<file path="config.mk">
export PLATFORM = sky130hd
export DESIGN_NAME = clause_bin_ctrl_flat
export DESIGN_NICKNAME = d
export VERILOG_FILES = /design/src/rtl/clause_bin_ctrl_if.sv /design/src/rtl/clause_bin_ctrl.sv /design/src/flat_wrapper.sv
export SDC_FILE = /design/constraint.sdc
export NUM_CORES = 1
export LEC_CHECK = 0
export BUFFER_PORTS_ARGS = -buffer_cell sky130_fd_sc_hd__buf_2
export CORE_UTILIZATION = 34
export DETAILED_ROUTE_END_ITERATION = 12
export PLACE_DENSITY_LB_ADDON = 0.3
export SLEW_MARGIN = 20
export SYNTH_ARGS = -nofsm -noshare
export SYNTH_HDL_FRONTEND = slang
export SYNTH_SLANG_ARGS = --single-unit
</file>
<file path="constraint.sdc">
create_clock -name clk -period 6.38 [get_ports clk]
set_input_delay 1.914 -clock clk [delete_from_list [all_inputs] [get_ports clk]]
set_output_delay 1.914 -clock clk [all_outputs]
set_load 0.01 [all_outputs]
</file>
<file path="src/rtl/clause_bin_ctrl_if.sv">
// Signal bundle between one clause-bin controller and its surroundings: the clause
// load channel, the BCP variable vectors, and the status/backtrack pulses.
interface clause_bin_ctrl_if #(
    parameter int NUM_CLAUSES_A_BIN = 4,
    parameter int NUM_VARS_A_BIN    = 8,
    parameter int WIDTH_C_LEN       = 5
);
    logic                            load_start;
    logic                            cl_valid;
    logic                            cl_ready;
    logic [WIDTH_C_LEN-1:0]          cl_len;
    logic                            cl_last;
    logic [NUM_CLAUSES_A_BIN-1:0]    wr;
    logic [WIDTH_C_LEN-1:0]          clause_len;
    logic                            bcp_start;
    logic [3*NUM_VARS_A_BIN-1:0]     var_value_init;
    logic [3*NUM_VARS_A_BIN-1:0]     var_value_frombase;
    logic [3*NUM_VARS_A_BIN-1:0]     var_value_tobase;
    logic                            bcp_done;
    logic                            conflict;
    logic                            timeout;
    logic                            backtrack;
    logic                            apply_backtrack;
    logic                            busy;

    modport master (
        output load_start, cl_valid, cl_len, cl_last, bcp_start,
               var_value_init, var_value_tobase, backtrack,
        input  cl_ready, wr, clause_len, var_value_frombase,
               bcp_done, conflict, timeout, apply_backtrack, busy
    );

    modport slave (
        input  load_start, cl_valid, cl_len, cl_last, bcp_start,
               var_value_init, var_value_tobase, backtrack,
        output cl_ready, wr, clause_len, var_value_frombase,
               bcp_done, conflict, timeout, apply_backtrack, busy
    );
endinterface

</file>
<file path="src/rtl/clause_bin_ctrl.sv">
// Clause-bin controller: loads clauses slot by slot, iterates BCP through the bin until
// fixpoint / conflict / iteration limit, and issues the single-cycle backtrack pulse.
module clause_bin_ctrl #(
    parameter int NUM_CLAUSES_A_BIN = 4,
    parameter int NUM_VARS_A_BIN    = 8,
    parameter int WIDTH_C_LEN       = 5,
    parameter int MAX_ITER          = 16
) (
    input logic              clk,
    input logic              rst,
    clause_bin_ctrl_if.slave bus
);
    localparam int PTR_W  = (NUM_CLAUSES_A_BIN > 1) ? $clog2(NUM_CLAUSES_A_BIN) : 1;
    localparam int ITER_W = $clog2(MAX_ITER + 1);
    localparam int VEC_W  = 3 * NUM_VARS_A_BIN;
    localparam logic [NUM_CLAUSES_A_BIN-1:0] WR_BASE = {{(NUM_CLAUSES_A_BIN-1){1'b0}}, 1'b1};
    localparam logic [PTR_W-1:0]  LAST_SLOT = PTR_W'(NUM_CLAUSES_A_BIN - 1);
    localparam logic [ITER_W-1:0] LAST_ITER = ITER_W'(MAX_ITER - 1);

    typedef enum logic [2:0] {
        ST_IDLE = 3'd0,
        ST_LOAD = 3'd1,
        ST_BCP  = 3'd2,
        ST_DONE = 3'd3,
        ST_BT   = 3'd4
    } state_t;

    state_t                         state_r;
    state_t                         state_nxt_s;
    logic [PTR_W-1:0]               ptr_r;
    logic [ITER_W-1:0]              iter_r;
    logic [VEC_W-1:0]               frombase_r;
    logic                           conflict_r;
    logic                           timeout_r;
    logic                           conflict_s;
    logic                           fixpoint_s;
    logic                           last_iter_s;
    logic                           slot_full_s;
    logic [NUM_CLAUSES_A_BIN-1:0]   wr_s;
    logic [WIDTH_C_LEN-1:0]         clause_len_s;

    // A field whose value bits are both set marks a contradiction on that variable.
    function automatic logic any_conflict(input logic [VEC_W-1:0] v);
        logic hit;
        hit = 1'b0;
        for (int k = 0; k < NUM_VARS_A_BIN; k++) begin
            hit = hit | (v[3*k +: 2] == 2'b11);
        end
        return hit;
    endfunction

    assign conflict_s  = any_conflict(bus.var_value_tobase);
    assign fixpoint_s  = (bus.var_value_tobase == frombase_r);
    assign last_iter_s = (iter_r == LAST_ITER);
    assign slot_full_s = (ptr_r == LAST_SLOT);

    // State register.
    always_ff @(posedge clk or negedge rst) begin
        if (!rst) begin
            state_r <= ST_IDLE;
        end else begin
            state_r <= state_nxt_s;
        end
    end

    // Next-state decode and the per-beat slot write strobe.
    always_comb begin
        state_nxt_s  = state_r;
        wr_s         = {NUM_CLAUSES_A_BIN{1'b0}};
        clause_len_s = {WIDTH_C_LEN{1'b0}};
        case (state_r)
            ST_IDLE: begin
                if (bus.backtrack) begin
                    state_nxt_s = ST_BT;
                end else if (bus.bcp_start) begin
                    state_nxt_s = ST_BCP;
                end else if (bus.load_start) begin
                    state_nxt_s = ST_LOAD;
                end else begin
                    state_nxt_s = ST_IDLE;
                end
            end
            ST_LOAD: begin
                if (bus.cl_valid) begin
                    wr_s         = WR_BASE << ptr_r;
                    clause_len_s = bus.cl_len;
                    if (bus.cl_last || slot_full_s) begin
                        state_nxt_s = ST_IDLE;
                    end else begin
                        state_nxt_s = ST_LOAD;
                    end
                end else begin
                    state_nxt_s = ST_LOAD;
                end
            end
            ST_BCP: begin
                if (conflict_s || fixpoint_s || last_iter_s) begin
                    state_nxt_s = ST_DONE;
                end else begin
                    state_nxt_s = ST_BCP;
                end
            end
            ST_DONE: state_nxt_s = ST_IDLE;
            ST_BT:   state_nxt_s = ST_IDLE;
            default: state_nxt_s = ST_IDLE;
        endcase
    end

    // Datapath: slot pointer, iteration count, vector register and result flags.
    always_ff @(posedge clk or negedge rst) begin
        if (!rst) begin
            ptr_r      <= {PTR_W{1'b0}};
            iter_r     <= {ITER_W{1'b0}};
            frombase_r <= {VEC_W{1'b0}};
            conflict_r <= 1'b0;
            timeout_r  <= 1'b0;
        end else begin
            case (state_r)
                ST_IDLE: begin
                    if (bus.backtrack) begin
                        conflict_r <= 1'b0;
                        timeout_r  <= 1'b0;
                    end else if (bus.bcp_start) begin
                        frombase_r <= bus.var_value_init;
                        iter_r     <= {ITER_W{1'b0}};
                        conflict_r <= 1'b0;
                        timeout_r  <= 1'b0;
                    end else if (bus.load_start) begin
                        ptr_r <= {PTR_W{1'b0}};
                    end else begin
                        ptr_r <= ptr_r;
                    end
                end
                ST_LOAD: begin
                    // The pointer parks on the last slot; the load ends there anyway.
                    if (bus.cl_valid && !slot_full_s) begin
                        ptr_r <= ptr_r + PTR_W'(1);
                    end else begin
                        ptr_r <= ptr_r;
                    end
                end
                ST_BCP: begin
                    iter_r <= iter_r + ITER_W'(1);
                    if (conflict_s) begin
                        conflict_r <= 1'b1;
                    end else if (fixpoint_s) begin
                        frombase_r <= frombase_r;
                    end else if (last_iter_s) begin
                        timeout_r <= 1'b1;
                    end else begin
                        frombase_r <= bus.var_value_tobase;
                    end
                end
                default: begin
                    ptr_r <= ptr_r;
                end
            endcase
        end
    end

    assign bus.cl_ready           = (state_r == ST_LOAD);
    assign bus.wr                 = wr_s;
    assign bus.clause_len         = clause_len_s;
    assign bus.var_value_frombase = frombase_r;
    assign bus.bcp_done           = (state_r == ST_DONE);
    assign bus.conflict           = conflict_r;
    assign bus.timeout            = timeout_r;
    assign bus.apply_backtrack    = (state_r == ST_BT);
    assign bus.busy               = (state_r != ST_IDLE);
endmodule
</file>
<file path="src/flat_wrapper.sv">
// flat-port wrapper written by rule: the top's interface ports become plain ports
module clause_bin_ctrl_flat 
#(
    parameter int NUM_CLAUSES_A_BIN = 4,
    parameter int NUM_VARS_A_BIN    = 8,
    parameter int WIDTH_C_LEN       = 5,
    parameter int MAX_ITER          = 16
)
  (clk, rst, bus_load_start, bus_cl_valid, bus_cl_len, bus_cl_last, bus_bcp_start, bus_var_value_init, bus_var_value_tobase, bus_backtrack, bus_cl_ready, bus_wr, bus_clause_len, bus_var_value_frombase, bus_bcp_done, bus_conflict, bus_timeout, bus_apply_backtrack, bus_busy);
  clause_bin_ctrl_if #(.NUM_CLAUSES_A_BIN(NUM_CLAUSES_A_BIN), .NUM_VARS_A_BIN(NUM_VARS_A_BIN), .WIDTH_C_LEN(WIDTH_C_LEN)) bus_i ();
  input logic clk;
  input logic rst;
  input wire logic [$bits(bus_i.load_start)-1:0] bus_load_start;
  input wire logic [$bits(bus_i.cl_valid)-1:0] bus_cl_valid;
  input wire logic [$bits(bus_i.cl_len)-1:0] bus_cl_len;
  input wire logic [$bits(bus_i.cl_last)-1:0] bus_cl_last;
  input wire logic [$bits(bus_i.bcp_start)-1:0] bus_bcp_start;
  input wire logic [$bits(bus_i.var_value_init)-1:0] bus_var_value_init;
  input wire logic [$bits(bus_i.var_value_tobase)-1:0] bus_var_value_tobase;
  input wire logic [$bits(bus_i.backtrack)-1:0] bus_backtrack;
  output wire logic [$bits(bus_i.cl_ready)-1:0] bus_cl_ready;
  output wire logic [$bits(bus_i.wr)-1:0] bus_wr;
  output wire logic [$bits(bus_i.clause_len)-1:0] bus_clause_len;
  output wire logic [$bits(bus_i.var_value_frombase)-1:0] bus_var_value_frombase;
  output wire logic [$bits(bus_i.bcp_done)-1:0] bus_bcp_done;
  output wire logic [$bits(bus_i.conflict)-1:0] bus_conflict;
  output wire logic [$bits(bus_i.timeout)-1:0] bus_timeout;
  output wire logic [$bits(bus_i.apply_backtrack)-1:0] bus_apply_backtrack;
  output wire logic [$bits(bus_i.busy)-1:0] bus_busy;
  assign bus_i.load_start = bus_load_start;
  assign bus_i.cl_valid = bus_cl_valid;
  assign bus_i.cl_len = bus_cl_len;
  assign bus_i.cl_last = bus_cl_last;
  assign bus_i.bcp_start = bus_bcp_start;
  assign bus_i.var_value_init = bus_var_value_init;
  assign bus_i.var_value_tobase = bus_var_value_tobase;
  assign bus_i.backtrack = bus_backtrack;
  assign bus_cl_ready = bus_i.cl_ready;
  assign bus_wr = bus_i.wr;
  assign bus_clause_len = bus_i.clause_len;
  assign bus_var_value_frombase = bus_i.var_value_frombase;
  assign bus_bcp_done = bus_i.bcp_done;
  assign bus_conflict = bus_i.conflict;
  assign bus_timeout = bus_i.timeout;
  assign bus_apply_backtrack = bus_i.apply_backtrack;
  assign bus_busy = bus_i.busy;
  clause_bin_ctrl #(.NUM_CLAUSES_A_BIN(NUM_CLAUSES_A_BIN), .NUM_VARS_A_BIN(NUM_VARS_A_BIN), .WIDTH_C_LEN(WIDTH_C_LEN), .MAX_ITER(MAX_ITER)) u_core (.clk(clk), .rst(rst), .bus(bus_i));
endmodule
</file>
# Yosys cells after proc, flatten, opt, wreduce, memory -nomap -nowiden
# Index checks and enable logic that the tools add are counted.
[op_classes]
eq_ne = 26
add_sub_neg = 2
n_bitwise = 7
shifts = 1
n_reduce_logical = 14
n_div = 0
muxes = 33
order_cmp = 0
multipliers = 0
[op_table]
columns = ["operator", "n"]
rows = [
  ["$mux 24", 5],
  ["$pmux 24 s2", 1],
  ["$eq 24x24->1", 1],
  ["$mux 5", 4],
  ["$eq 2x2->1 const B", 9],
  ["$ne 2x2->1 const B", 7],
  ["$mux 1", 10],
  ["$pmux 5 s2", 1],
  ["$reduce_and 5->1", 2],
  ["$pmux 3 s3", 1],
  ["$mux 2", 4],
  ["$mux 4", 2],
  ["$or 1x1->1", 7],
  ["$eq 3x2->1 const B", 2],
  ["$mux 3", 2],
  ["$ne 2x1->1 const B", 3],
  ["$reduce_and 3->1", 2],
  ["$reduce_and 6->1", 1],
  ["$add 5x1->5 const B", 1],
  ["$eq 5x4->1 const B", 1],
  ["$pmux 1 s2", 2],
  ["$pmux 2 s2", 1],
  ["$reduce_bool 2->1", 2],
  ["$shl 1x2->4 const A", 1],
  ["other kinds (9)", 11],
]
[word_totals]
out_inout_bits = 39
romBits = 0
ram_bits = 0
mem_count = 0
latch_bits = 0
input_bits = 60
word_cells = 89
ff_bits = 36

# Longest topological paths before layout
# Gate-level depths: netlist of run 1.
[depth]
ltp_word = 12
ltp_mapped = 7
ltp_nobuf = 6

# Least setup slack after synthesis of run 1
# OpenSTA, ideal clock, no wires.
[synth_path]
path_kind = "input-to-output"
startpoint = "in bus_cl_valid"
endpoint = "out bus_clause_len[2]"
n_path_buf = 1
path_stages = 2
arrival_ns = 2.310
required_time_ns = 4.466
slack_ns = 2.156
path_cell_list = "clkbuf_1 -> and3_1"
[synth_between]
elab_chain_len = 2
[synth_lines]
columns = ["item", "line", "text"]
rows = [
  ["from (decl)", "flat_wrapper.sv:14", "input wire logic [$bits(bus_i.cl_valid)-1:0] bus_cl_valid;"],
  ["$mux 5", "clause_bin_ctrl.sv:84", "if (bus.cl_valid) begin"],
  ["$mux 5", "clause_bin_ctrl.sv:71", "case (state_r)"],
  ["to (decl)", "flat_wrapper.sv:23", "output wire logic [$bits(bus_i.clause_len)-1:0] bus_clause_len;"],
]
# Every way passes these cells.

# Worst setup path after layout of run 1
[layout_path]
startpoint = "in bus_cl_valid"
endpoint = "out bus_wr[1]"
[layout_between]
elab_chain_len = 2
[layout_lines]
columns = ["item", "line", "text"]
rows = [
  ["$mux 4", "clause_bin_ctrl.sv:84", ""],
  ["$mux 4", "clause_bin_ctrl.sv:71", ""],
  ["to (decl)", "flat_wrapper.sv:22", "output wire logic [$bits(bus_i.wr)-1:0] bus_wr;"],
]
# Every way passes these cells.

==> metrics.yaml, run 1 <==
syn_area_per_cell_um2: 9.40
synth_edf_count: 0
grt_pass1_vias: 1960
finalHoldViolCount: 0
synth.area.top_cells: "dfrtp_1 39%, nand2_1 13%, mux2_4 13%"
cp_max_fo: 11
clk_latency_ns: 0.28
port_buffers: 98
ys_ff_latch: 36
end_kind: "output port"
async_flop_share_pct: 100
pwr-share-comb_pct: 55.0
via_count: 2017
grt_max_degree: 37
ir_drop_mv: 0.182
tns_ns: 0
drt.antenna.violating_nets: 0
clock-root-buffer: "clkbuf_8"
gp_congestion: 0.813
cts_made_buffers: 5
cts_max_level: 2
routed_wl_um: 5880
swShare_pct: 41.0
grt_antenna_before_repair: 0
initial_core_util_pct: 35.8
drive_gt1_share_pct: 39.9
syn_nets: 312
grt_pass1_wl_um: 9650
arrival_ns: 2.36
post_cts_buffers: 0
fin_area_um2: 2950
failed_checks: "DRC"
setup_viol: 0
ioPinCount: 99
hold-worst-slack_ns: 0.518
path_clk_slew_ns: 0.06
total_power_uw: 1320
yosysTopAreaCellShare_pct: 38.9
ys.flop_type: "dfrtp_1"
synth_cell_types: 35
placed_cells: 412
viasPerCell: 4.83
relSlewSlack_pct: 27.1
grt_setup_unrepaired: "false"
die-area_um2: 7140
cts_tree: "yes"
regToRegSetupSlack_ns: 3.56
crit_required_ns: 4.47
dieHeight_um: 84.5
worstMarginPinSlew_ns: 1.09
syn2layout_area_growth_pct: 27.3
cts_sinks: 36
nFillCells: 656
layout_commonest_cell: "buf_2"
yosys_warnings: 0
yosysTopAreaCell: "dfrtp_1"
die_width_um: 84.5
gr-total-overflow: 0
p_switching_uw: 543
start_kind: "input port"
post-route-period-util_pct: 67.0
syn_area_um2: 2310
final_nets: 409
drt_pass1_iterations: 8
powerDensity_nw_per_um2: 450
final_cells: 418
num_rows: 29
route.detailed.drc: 4
holdCritPathClass: "flop to flop"
clockPowerShare_pct: 10.8
grt_usage_pct: 17.2
finalMaxSlewViolations: 0
status: "finished with violations"
critPathKind: "input port to output port"
drv_cap: 0
p_leak_uw: 0.00158
hpwl_um: 4360
p_int_uw: 782
period_minus_slack_ns: 4.28
layout_common_cells: "98 x buf_2, 81 x nand2_1, 36 x dfrtp_1, 20 x mux2_4, 16 x xor2_1"
dr.first_iter.drc_count: 82
fmax_ghz: 0.234
seq_power_share_pct: 34.3
diodes: 0
synthCells: 246
fin_skew_ns: 0.00363
cts_resized: 0
seq_area_frac_synth_pct: 38.9
wl_per_cell_um: 14.1
cts_max_path_buffers: 2
cts_hold_buf: 0
dpl_cell_area_um2: 2860
coreArea_um2: 6460
-- cell usage after synthesis, types with 3 or more instances --
| library cell | number |
|---|---|
| xor2_1 | 16 |
| nor4_1 | 4 |
| clkbuf_1 | 6 |
| a22o_1 | 3 |
| dfrtp_1 | 36 |
| o21ai_0 | 9 |
| ha_1 | 6 |
| and3_1 | 10 |
| nand2_1 | 81 |
| inv_1 | 6 |
| xnor2_1 | 8 |
| nor2_1 | 4 |
| mux2_4 | 20 |
| nand4_1 | 3 |
| mux2_2 | 4 |
| nor3b_1 | 3 |
-- final cells by class --
type,count,area [µm²],area share (%)
sequential,36,901,30.6
tap,77,96.3,3.27
inverter,6,22.5,0.765
multi-input combinational,195,1350,45.9
clock buffer,5,68.8,2.34
timing repair buffer,99,505,17.2
-- sequential cells by signal, summed over array words and instances (netlist names) --
| signal | count |
|---|---|
| u_core.iter_r | 5 |
| u_core.bus.var_value_frombase | 24 |
| u_core.state_r | 3 |
| u_core.bus.timeout | 1 |
| u_core.bus.conflict | 1 |
| u_core.ptr_r | 2 |
-- power groups by stage --
stage	Sequential, µW	Combinational [µW]	Clock [µW]
finish	454	728	143
global placement	452	716	0
CTS	452	729	148
detailed placement	454	725	0
global route	472	805	157
floorplan	467	494	0
-- metal layers --
metal  GRT usage, %  part of all wire (%)  wire length, µm
met5              0                     0                0
met1           23.9                    48             2800
met4           5.24                   1.0               60
met2           27.4                    47             2790
met3           3.15                   3.8              224
-- critical path, cell delays in order --
cell	delay [ns]
buf_2	0.16
and3_1	0.16
buf_2	0.13
-- final timing paths --
check                                       from                           endpoint  cells after the start
worst max register to register  u_core.iter_r[0]  u_core.bus.var_value_frombase[15]                      6
min in group asynchronous                    rst  u_core.bus.var_value_frombase[21]                      1
worst min register to register  u_core.iter_r[2]                   u_core.iter_r[2]                      1
worst max-delay path                bus_cl_valid                          bus_wr[1]                      3
worst min-delay path            u_core.iter_r[2]                   u_core.iter_r[2]                      1
max in group asynchronous                    rst                   u_core.iter_r[3]                      1
-- stage by stage --
stage / utilization, % / setup WS (ns)
after floorplan: - / 2.16
after global placement: 44.2 / 2.08
after detailed placement: 44.2 / 2.04
after CTS: 45.3 / 2.11
after global routing: 45.6 / 2.07
final: 45.6 / 2.10
-- kinds of logic (layout without fill, tap and decap cells) --
logic type	Yosys count	count (layout)	synth area share, %
buf+inv	15	110	3.14
compound gates	23	23	7.30
flops	36	36	38.9
xor+xnor	24	24	9.09
fa+ha+maj	6	6	3.24
mux	24	24	14.9
simple gates	118	118	23.4
(Power assumes the default switching activity.)
==> run 2: changes to the inputs <==
clock period = 3.9 ns   (was 6.38 ns; I/O delays follow)
==> metrics.yaml, run 2 (same netlist as run 1, synthesis figures left out) <==
p_int_uw: 1320  # +69%
drt.antenna.violating_nets: 0  # unchanged
end_kind: "flop"
failed_checks: "DRC"
cts_made_buffers: 5  # unchanged
hpwl_um: 4470  # +2.4%
drt_pass1_iterations: 8  # unchanged
cp_max_fo: 16  # +5
regToRegSetupSlack_ns: 1.41  # -2.15 ns
grt_setup_unrepaired: "false"
grt_usage_pct: 17.4  # +0.15 points
die-area_um2: 7140  # unchanged
grt_antenna_before_repair: 0  # unchanged
holdCritPathClass: "flop to flop"
post-route-period-util_pct: 76.1
grt_pass1_vias: 2087  # +6.5%
layout_common_cells: "98 x buf_2, 81 x nand2_1, 36 x dfrtp_1, 20 x mux2_4, 16 x xor2_1"
path_clk_slew_ns: 0.07  # about the same
drive_gt1_share_pct: 39.9  # about the same
clockPowerShare_pct: 12.2  # +1.4 points
cts_max_path_buffers: 2  # unchanged
gr-total-overflow: 0  # unchanged
finalHoldViolCount: 0  # unchanged
dieHeight_um: 84.5  # unchanged
largest_register_ffs: 24  # unchanged
port_buffers: 98  # unchanged
seq_power_share_pct: 33.8  # -0.5 points
finalMaxSlewViolations: 0  # unchanged
clock-root-buffer: "clkbuf_8"
num_rows: 29  # unchanged
powerDensity_nw_per_um2: 742  # +65%
worst-path-buf-inv: 2  # unchanged
critPathKind: "input port to flop"
fin_area_um2: 2980  # +1.2%
crit_slowest_cell: "or3_4"
ir_drop_mv: 0.329  # +81%
fin_skew_ns: 0.00729  # +0.00366 ns
p_switching_uw: 893  # +65%
crit_required_ns: 4.06  # -0.41 ns
start_kind: "input port"
via_count: 2058  # +2.0%
p_leak_uw: 0.00160  # +1.2%
slowest_delay_ns: 0.36  # +0.20 ns
cts_tree: "yes"
period_minus_slack_ns: 2.97
cp_top_family: "compound AO/OA/AOI/OAI gates"
pwr-share-comb_pct: 53.9  # -1.1 points
ioPinCount: 99  # unchanged
drv_cap: 0  # unchanged
layout_commonest_cell: "buf_2"
setup_viol: 0  # unchanged
coreArea_um2: 6460  # unchanged
cts_sinks: 36  # unchanged
diodes: 0  # unchanged
relSlewSlack_pct: 37.0  # +9.9 points
fmax_ghz: 0.337
cp_cell_sequence: "buf_2, a22o_1, a221oi_2, nand3_2, or3_4, o22ai_4, buf_12, mux2_4"
final_nets: 411  # +0.49%
swShare_pct: 40.4  # -0.57 points
cts_max_level: 2  # unchanged
initial_core_util_pct: 35.8  # unchanged
cts_resized: 0  # unchanged
gp_congestion: 0.776  # -4.5%
status: "finished with violations"
arrival_ns: 3.13  # +0.77 ns
worstMarginPinSlew_ns: 0.943  # -0.151 ns
clk_latency_ns: 0.28  # about the same
post_cts_buffers: 0  # unchanged
dpl_cell_area_um2: 2890  # +1.2%
dr.first_iter.drc_count: 95  # +16%
total_power_uw: 2210  # +67%
die_width_um: 84.5  # unchanged
wl_per_cell_um: 13.8  # -2.3%
cts_hold_buf: 0  # unchanged
route.detailed.drc: 4  # unchanged
tns_ns: 0  # unchanged
grt_max_degree: 37  # unchanged
routed_wl_um: 5820  # -1.1%
grt_pass1_wl_um: 9860  # +2.2%
nFillCells: 651  # -0.76%
viasPerCell: 4.87  # +0.83%
syn2layout_area_growth_pct: 28.9
==> run 2: final cells by class <==
class	instances	area (µm²)	area share (%)
multi-input combinational	195	1350	45.2
sequential	36	901	30.2
timing repair buffer	101	526	17.6
tap	77	96.3	3.23
clock buffer	8	90.1	3.02
inverter	6	22.5	0.755
==> run 2: power groups by stage <==
stage	clock network, µW	logic (µW)	registers (µW)
final	271	1190	748
after global routing	298	1320	780
after CTS	281	1210	747
after detailed placement	0	1210	750
after global placement	0	1190	746
after floorplan	0	808	763
==> run 2: stage by stage <==
| step | worst slack (ns) | std cells | utilization (%) | hold WS (ns) |
|---|---|---|---|---|
| final | 0.931 | 423 | 46.2 | 0.509 |
| after floorplan | 1.06 | 246 | - | 0.465 |
| after detailed placement | 0.640 | 415 | 44.8 | 0.513 |
| after global placement | 0.697 | 415 | 44.8 | 0.490 |
| after global routing | 0.881 | 423 | 46.2 | 0.563 |
| after CTS | 0.939 | 423 | 46.2 | 0.516 |
==> run 2: worst paths after layout <==
path,startpoint,endpoint,cells past startpoint
max in group asynchronous,rst,u_core.state_r[0],1
min in group asynchronous,rst,u_core.bus.var_value_frombase[20],1
setup reg to reg,u_core.iter_r[0],u_core.bus.var_value_frombase[3],7
hold / removal,u_core.iter_r[2],u_core.iter_r[2],1
setup / recovery,bus_var_value_tobase[15],u_core.bus.var_value_frombase[3],8
hold reg to reg,u_core.iter_r[2],u_core.iter_r[2],1
==> run 2: metal layers <==
metal / GRT usage [%] / routed length [µm] / vias up
met1: 23.3 / 2740 / 988
met4: 4.62 / 41 / 0
met5: 0 / 0 / -
li1: - / - / 1027
met3: 2.85 / 192 / 2
met2: 29.1 / 2850 / 41
